--- src/rtl/riscv_lsu_ctrl.sv ---
// rtl/riscv_lsu_ctrl.sv - load/store controller between core datapath and data memory
// Issues one registered bus request per legal access, stalls the core, extends load data.
module riscv_lsu_ctrl #(
    parameter int TIMEOUT_CYCLES = 16,
    parameter int CNT_WIDTH      = 5
) (
    input  logic        clk_i,
    input  logic        rst_i,
    input  logic        core_req_i,
    input  logic        core_we_i,
    input  logic [2:0]  core_size_i,
    input  logic [31:0] core_addr_i,
    input  logic [31:0] core_wd_i,
    output logic [31:0] core_rd_o,
    output logic        core_stall_o,
    output logic        core_misalign_o,
    output logic        core_bus_err_o,
    output logic        mem_req_o,
    output logic        mem_we_o,
    output logic [3:0]  mem_be_o,
    output logic [31:0] mem_addr_o,
    output logic [31:0] mem_wd_o,
    input  logic [31:0] mem_rd_i,
    input  logic        mem_ready_i
);

    localparam logic [CNT_WIDTH-1:0] LP_TMO_LAST = CNT_WIDTH'(TIMEOUT_CYCLES - 1);

    typedef enum logic [1:0] {
        S_IDLE,
        S_REQ,
        S_RESP
    } state_t;

    state_t               r_state;
    state_t               w_next;
    logic [CNT_WIDTH-1:0] r_cnt;
    logic                 r_mem_req;
    logic                 r_mem_we;
    logic [3:0]           r_mem_be;
    logic [31:0]          r_mem_addr;
    logic [31:0]          r_mem_wd;
    logic [2:0]           r_size;
    logic [1:0]           r_lane;
    logic [31:0]          r_rd;
    logic                 r_err;

    logic                 w_illegal;
    logic [3:0]           w_be;
    logic [31:0]          w_wd;
    logic [7:0]           w_byte;
    logic [15:0]          w_half;
    logic [31:0]          w_ext;
    logic                 w_tmo;
    logic                 w_stall;
    logic                 w_misalign;
    logic                 w_bus_err;

    always_comb begin
        w_illegal = 1'b0;
        w_be      = 4'b0000;
        w_wd      = core_wd_i;
        case (core_size_i)
            3'd0, 3'd4: begin
                w_be = 4'b0001 << core_addr_i[1:0];
                w_wd = {4{core_wd_i[7:0]}};
            end
            3'd1, 3'd5: begin
                w_illegal = core_addr_i[0];
                w_be      = core_addr_i[1] ? 4'b1100 : 4'b0011;
                w_wd      = {2{core_wd_i[15:0]}};
            end
            3'd2: begin
                w_illegal = (core_addr_i[1:0] != 2'b00);
                w_be      = 4'b1111;
            end
            default: w_illegal = 1'b1;
        endcase
    end

    // Lane selection uses the address captured at issue, not the live ALU output.
    assign w_byte = mem_rd_i[8*r_lane +: 8];
    assign w_half = r_lane[1] ? mem_rd_i[31:16] : mem_rd_i[15:0];

    always_comb begin
        w_ext = mem_rd_i;
        case (r_size)
            3'd0:    w_ext = {{24{w_byte[7]}}, w_byte};
            3'd4:    w_ext = {24'h0, w_byte};
            3'd1:    w_ext = {{16{w_half[15]}}, w_half};
            3'd5:    w_ext = {16'h0, w_half};
            default: w_ext = mem_rd_i;
        endcase
    end

    assign w_tmo = (r_cnt == LP_TMO_LAST);

    always_ff @(posedge clk_i) begin
        if (rst_i) begin
            r_state <= S_IDLE;
        end else begin
            r_state <= w_next;
        end
    end

    always_comb begin
        w_next     = r_state;
        w_stall    = 1'b0;
        w_misalign = 1'b0;
        w_bus_err  = 1'b0;
        case (r_state)
            S_IDLE: begin
                if (core_req_i) begin
                    if (w_illegal) begin
                        w_misalign = 1'b1;
                    end else begin
                        w_stall = 1'b1;
                        w_next  = S_REQ;
                    end
                end
            end
            S_REQ: begin
                w_stall = 1'b1;
                if (mem_ready_i || w_tmo) begin
                    w_next = S_RESP;
                end
            end
            S_RESP: begin
                w_bus_err = r_err;
                w_next    = S_IDLE;
            end
            default: w_next = S_IDLE;
        endcase
        // Core-facing strobes stay quiet while reset is held.
        if (rst_i) begin
            w_stall    = 1'b0;
            w_misalign = 1'b0;
            w_bus_err  = 1'b0;
        end
    end

    always_ff @(posedge clk_i) begin
        if (rst_i) begin
            r_cnt      <= '0;
            r_mem_req  <= 1'b0;
            r_mem_we   <= 1'b0;
            r_mem_be   <= 4'b0000;
            r_mem_addr <= 32'h0;
            r_mem_wd   <= 32'h0;
            r_size     <= 3'd0;
            r_lane     <= 2'b00;
            r_rd       <= 32'h0;
            r_err      <= 1'b0;
        end else begin
            case (r_state)
                S_IDLE: begin
                    if (core_req_i && !w_illegal) begin
                        r_mem_req  <= 1'b1;
                        r_mem_we   <= core_we_i;
                        r_mem_be   <= w_be;
                        r_mem_addr <= {core_addr_i[31:2], 2'b00};
                        r_mem_wd   <= w_wd;
                        r_size     <= core_size_i;
                        r_lane     <= core_addr_i[1:0];
                        r_cnt      <= '0;
                        r_err      <= 1'b0;
                    end
                end
                S_REQ: begin
                    if (mem_ready_i) begin
                        r_mem_req <= 1'b0;
                        r_cnt     <= '0;
                        r_err     <= 1'b0;
                        if (!r_mem_we) begin
                            r_rd <= w_ext;
                        end
                    end else if (w_tmo) begin
                        r_mem_req <= 1'b0;
                        r_cnt     <= '0;
                        r_rd      <= 32'h0;
                        r_err     <= 1'b1;
                    end else begin
                        r_cnt <= r_cnt + 1'b1;
                    end
                end
                default: ;
            endcase
        end
    end

    assign core_rd_o       = r_rd;
    assign core_stall_o    = w_stall;
    assign core_misalign_o = w_misalign;
    assign core_bus_err_o  = w_bus_err;
    assign mem_req_o       = r_mem_req;
    assign mem_we_o        = r_mem_we;
    assign mem_be_o        = r_mem_be;
    assign mem_addr_o      = r_mem_addr;
    assign mem_wd_o        = r_mem_wd;

endmodule

--- config.mk ---
export PLATFORM = sky130hd
export DESIGN_NAME = riscv_lsu_ctrl
export DESIGN_NICKNAME = d
export VERILOG_FILES = /design/src/rtl/riscv_lsu_ctrl.sv
export SDC_FILE = /design/constraint.sdc
export NUM_CORES = 1
export LEC_CHECK = 0
export ABC_AREA = 1
export BUFFER_PORTS_ARGS = -buffer_cell sky130_fd_sc_hd__buf_2
export CAP_MARGIN = 20
export CORE_UTILIZATION = 38
export CTS_CLUSTER_DIAMETER = 200
export DETAILED_ROUTE_END_ITERATION = 12
export MAX_ROUTING_LAYER = met4
export SYNTH_ARGS = -nofsm -noshare
export SYNTH_HDL_FRONTEND = slang
export SYNTH_SLANG_ARGS = --single-unit
--- constraint.sdc ---
create_clock -name clk_i -period 1.7 [get_ports clk_i]
set_input_delay 0.255 -clock clk_i [delete_from_list [all_inputs] [get_ports clk_i]]
set_output_delay 0.255 -clock clk_i [all_outputs]
set_load 0.03 [all_outputs]
==> summary.txt <==
post-synthesis sequential area ratio: 40.8%
outcome: finished, final reports clean
Via density: 4.92
IO Port Bufs: 206
clk_lat worst skew: 420 ps
HPWL Detailed: 12.4 mm
mapped cell area: 5550 sq um
drt drc: 0
post-synthesis xor/xnor area fraction: 0.158%
simple logic cell fraction of the synthesized area: 29.5%
CP Max Fanout: 3
post-synth top area cell: dfxtp_1
LEAKAGE: 3.59 nW
Max-cap violations: 0
largest net degree at the start of global routing: 39
compound-gate portion of the synthesized area: 17.9%
number of CTS-inserted buffers: 17
H-tree depth: 4
Avg Cell Area, Syn: 6.71 sq um
crit path kind: flip-flop to output pin
Hold WC Path Type: primary input to flip-flop
final worst slack: 82.3 ps
commonest non-fill, non-tap cell in the layout: nand2_1
die area: 15100 sq um
Crit. End Element: output pin
mux contribution to synthesized area: 0%
Setup WS pre-CTS: 123 ps
initial antenna violation count: 0
clock sink count: 113
largest family of logic cells by synthesized area: simple AND/OR/NAND/NOR gates
Syn-to-layout area delta: 33.3%
drt pass-1 iters: 5
root buffer cell: clkbuf_16
Hold Fails Final Rpt: 0
Worst VDD drop: 0.000672 V
Synth warnings: 0
Worst Path Required: 1440 ps
CTS tree: yes
Worst Path Arrival: 1360 ps
flop-to-flop setup slack: 190 ps
Overflow after GRT: 0
fin crit period: 1620 ps
Post-Synthesis Cells: 827
initial core utilization: 39.5%
Critical Path Start Type: flip-flop
Initial DRC Count: 528
ys flop type: dfxtp_1
drt wl/cell: 14.2 um
Tot GR Track Use: 24.3%
RSZ-0062 raised after global routing: no
number of global-route vias before repair: 5506
layout cells sized above 1: 28.9%
Die Wd: 123 um
count of cell types in the netlist: 31
Slew Viols, Final: 0
highest-count cells in the layout ignoring fill and taps: 206 x nand2_1, 205 x buf_2, 146 x a21oi_1
gpl congestion: 0.942
Final Setup Violations: 0
Die Y: 123 um
Yosys reg bits: 113
Reg clk slew, reported paths: 50 ps
post-route ant nets: 0
post-route clock period utilization: 95.2%
PD cells: 1050 nW/um^2
Max Root-Sink Buffers: 2
routed via count: 6036
Synth Area in Adders: 0.225%
Row Count: 43
IO Count: 209
Placement Cell Area: 6780 sq um
top cells by area, synth: dfxtp_1 41%, nand2_1 14%, a21oi_1 13%, nand3_1 8.2%, inv_1 4.7%
WL final: 17.4 mm
ys async rst share: 0%
Core ar.: 14000 sq um
nets: 1138
Clock Skew: 9.09 ps
first-pass GRT wire length: 27.6 mm
design area: 7390 sq um
Synth top area share: 40.8%
Post-synth EDFFs: 0
f_max: 618 MHz
Antenna Cells: 0
==> repair_timing <==
action | 4_1_cts | 5_1_grt
resized for setup | 3 | 5
pin swaps | 2 | 3
setup endpoints to repair | 1 | 17
hold endpoints to repair | 0 | 0
hold buffers | 0 | 0
setup buffers | 2 | 1
==> layout make-up <==
cell class                 count  area [sq um]
inverter                      73           277
tap                          180           225
multi-input combinational    581          2700
fill                        1459          6650
clock buffer                  21           450
timing repair buffer         247          1370
clock inverter                11           114
sequential                   113          2260
==> critical path, cell delays in order (launching register included) <==
cell and delay (ps):
dfxtp_1 300, inv_2 70, nand2_2 80, nor2_4 130
nand2_4 70, a21oi_2 150, buf_6 150
==> stage by stage <==
step / hold WS, ps / TNS, ps / cells / total power (W) / utilization (%)
finish: 101 / 0 / 1226 / 0.00778 / 52.7
global route: 108 / 0 / 1226 / 0.00812 / 52.7
CTS: 93.8 / 0 / 1225 / 0.00784 / 52.5
detailed placement: 430 / 0 / 1191 / 0.00438 / 48.3
global placement: 427 / 0 / 1191 / 0.00438 / 48.3
floorplan: 419 / -51.4 / 828 / 0.00391 / -
==> layer usage <==
| layer | vias to the layer above | share of wire (%) | GRT usage, % | wire (um) |
|---|---|---|---|---|
| met5 | - | 0 | - | 0 |
| met3 | 19 | 7.1 | 6.23 | 1240 |
| met4 | 0 | 1.5 | 8.23 | 256 |
| met1 | 2705 | 46 | 31.6 | 8030 |
| met2 | 219 | 45 | 36.5 | 7890 |
| li1 | 3093 | - | - | - |
==> sequential cells by signal, indices dropped and copies added (netlist names) <==
register,flops
core_rd_o,32
mem_wd_o,32
mem_addr_o,30
r_cnt,5
mem_be_o,4
r_size,3
r_lane,2
r_state,2
mem_req_o,1
mem_we_o,1
r_err,1
==> cells in the mapped netlist, types with 3 or more instances <==
cell type and n:
buf_4 3, nor3_1 3, nor2_2 3, o211ai_2 3
buf_6 11, nand3_1 91, a21oi_1 147, nand2_2 3
dfxtp_1 113, nor2_1 66, inv_1 70, clkbuf_1 21
buf_2 23, o211ai_1 6, nand2_1 208, o21ai_0 33
==> where the power goes <==
group          internal (W)  switching (W)  total [W]  leakage [nW]
Sequential          0.00280      0.0000787    0.00287         0.922
Clock               0.00218        0.00126    0.00344         0.276
Combinational      0.000483       0.000986    0.00147          2.39
Total               0.00546        0.00233    0.00778          3.59
==> worst paths after layout <==
check / cells after the start / to / start
setup reg to reg: 8 / core_rd_o[31]$_SDFFE_PP0P_ / r_cnt[1]$_SDFFE_PP0P_
hold / removal: 3 / mem_addr_o[20]$_SDFFE_PP0P_ / core_addr_i[20]
hold reg to reg: 2 / mem_wd_o[18]$_SDFFE_PP0P_ / mem_wd_o[18]$_SDFFE_PP0P_
setup / recovery: 6 / core_stall_o / r_state[1]$_SDFFE_PP0P_
==> cell families (layout without fill, tap and decap cells) <==
kind of cell,count (synthesis),count (layout)
other,1,2
AO/OA/AOI/OAI,191,191
adder cells (fa/ha/maj),1,1
XOR/XNOR,1,1
AND/OR/NAND/NOR,386,386
buffers and inverters,134,352
flip-flops,113,113
No activity file was read; power rests on OpenSTA's default activity.
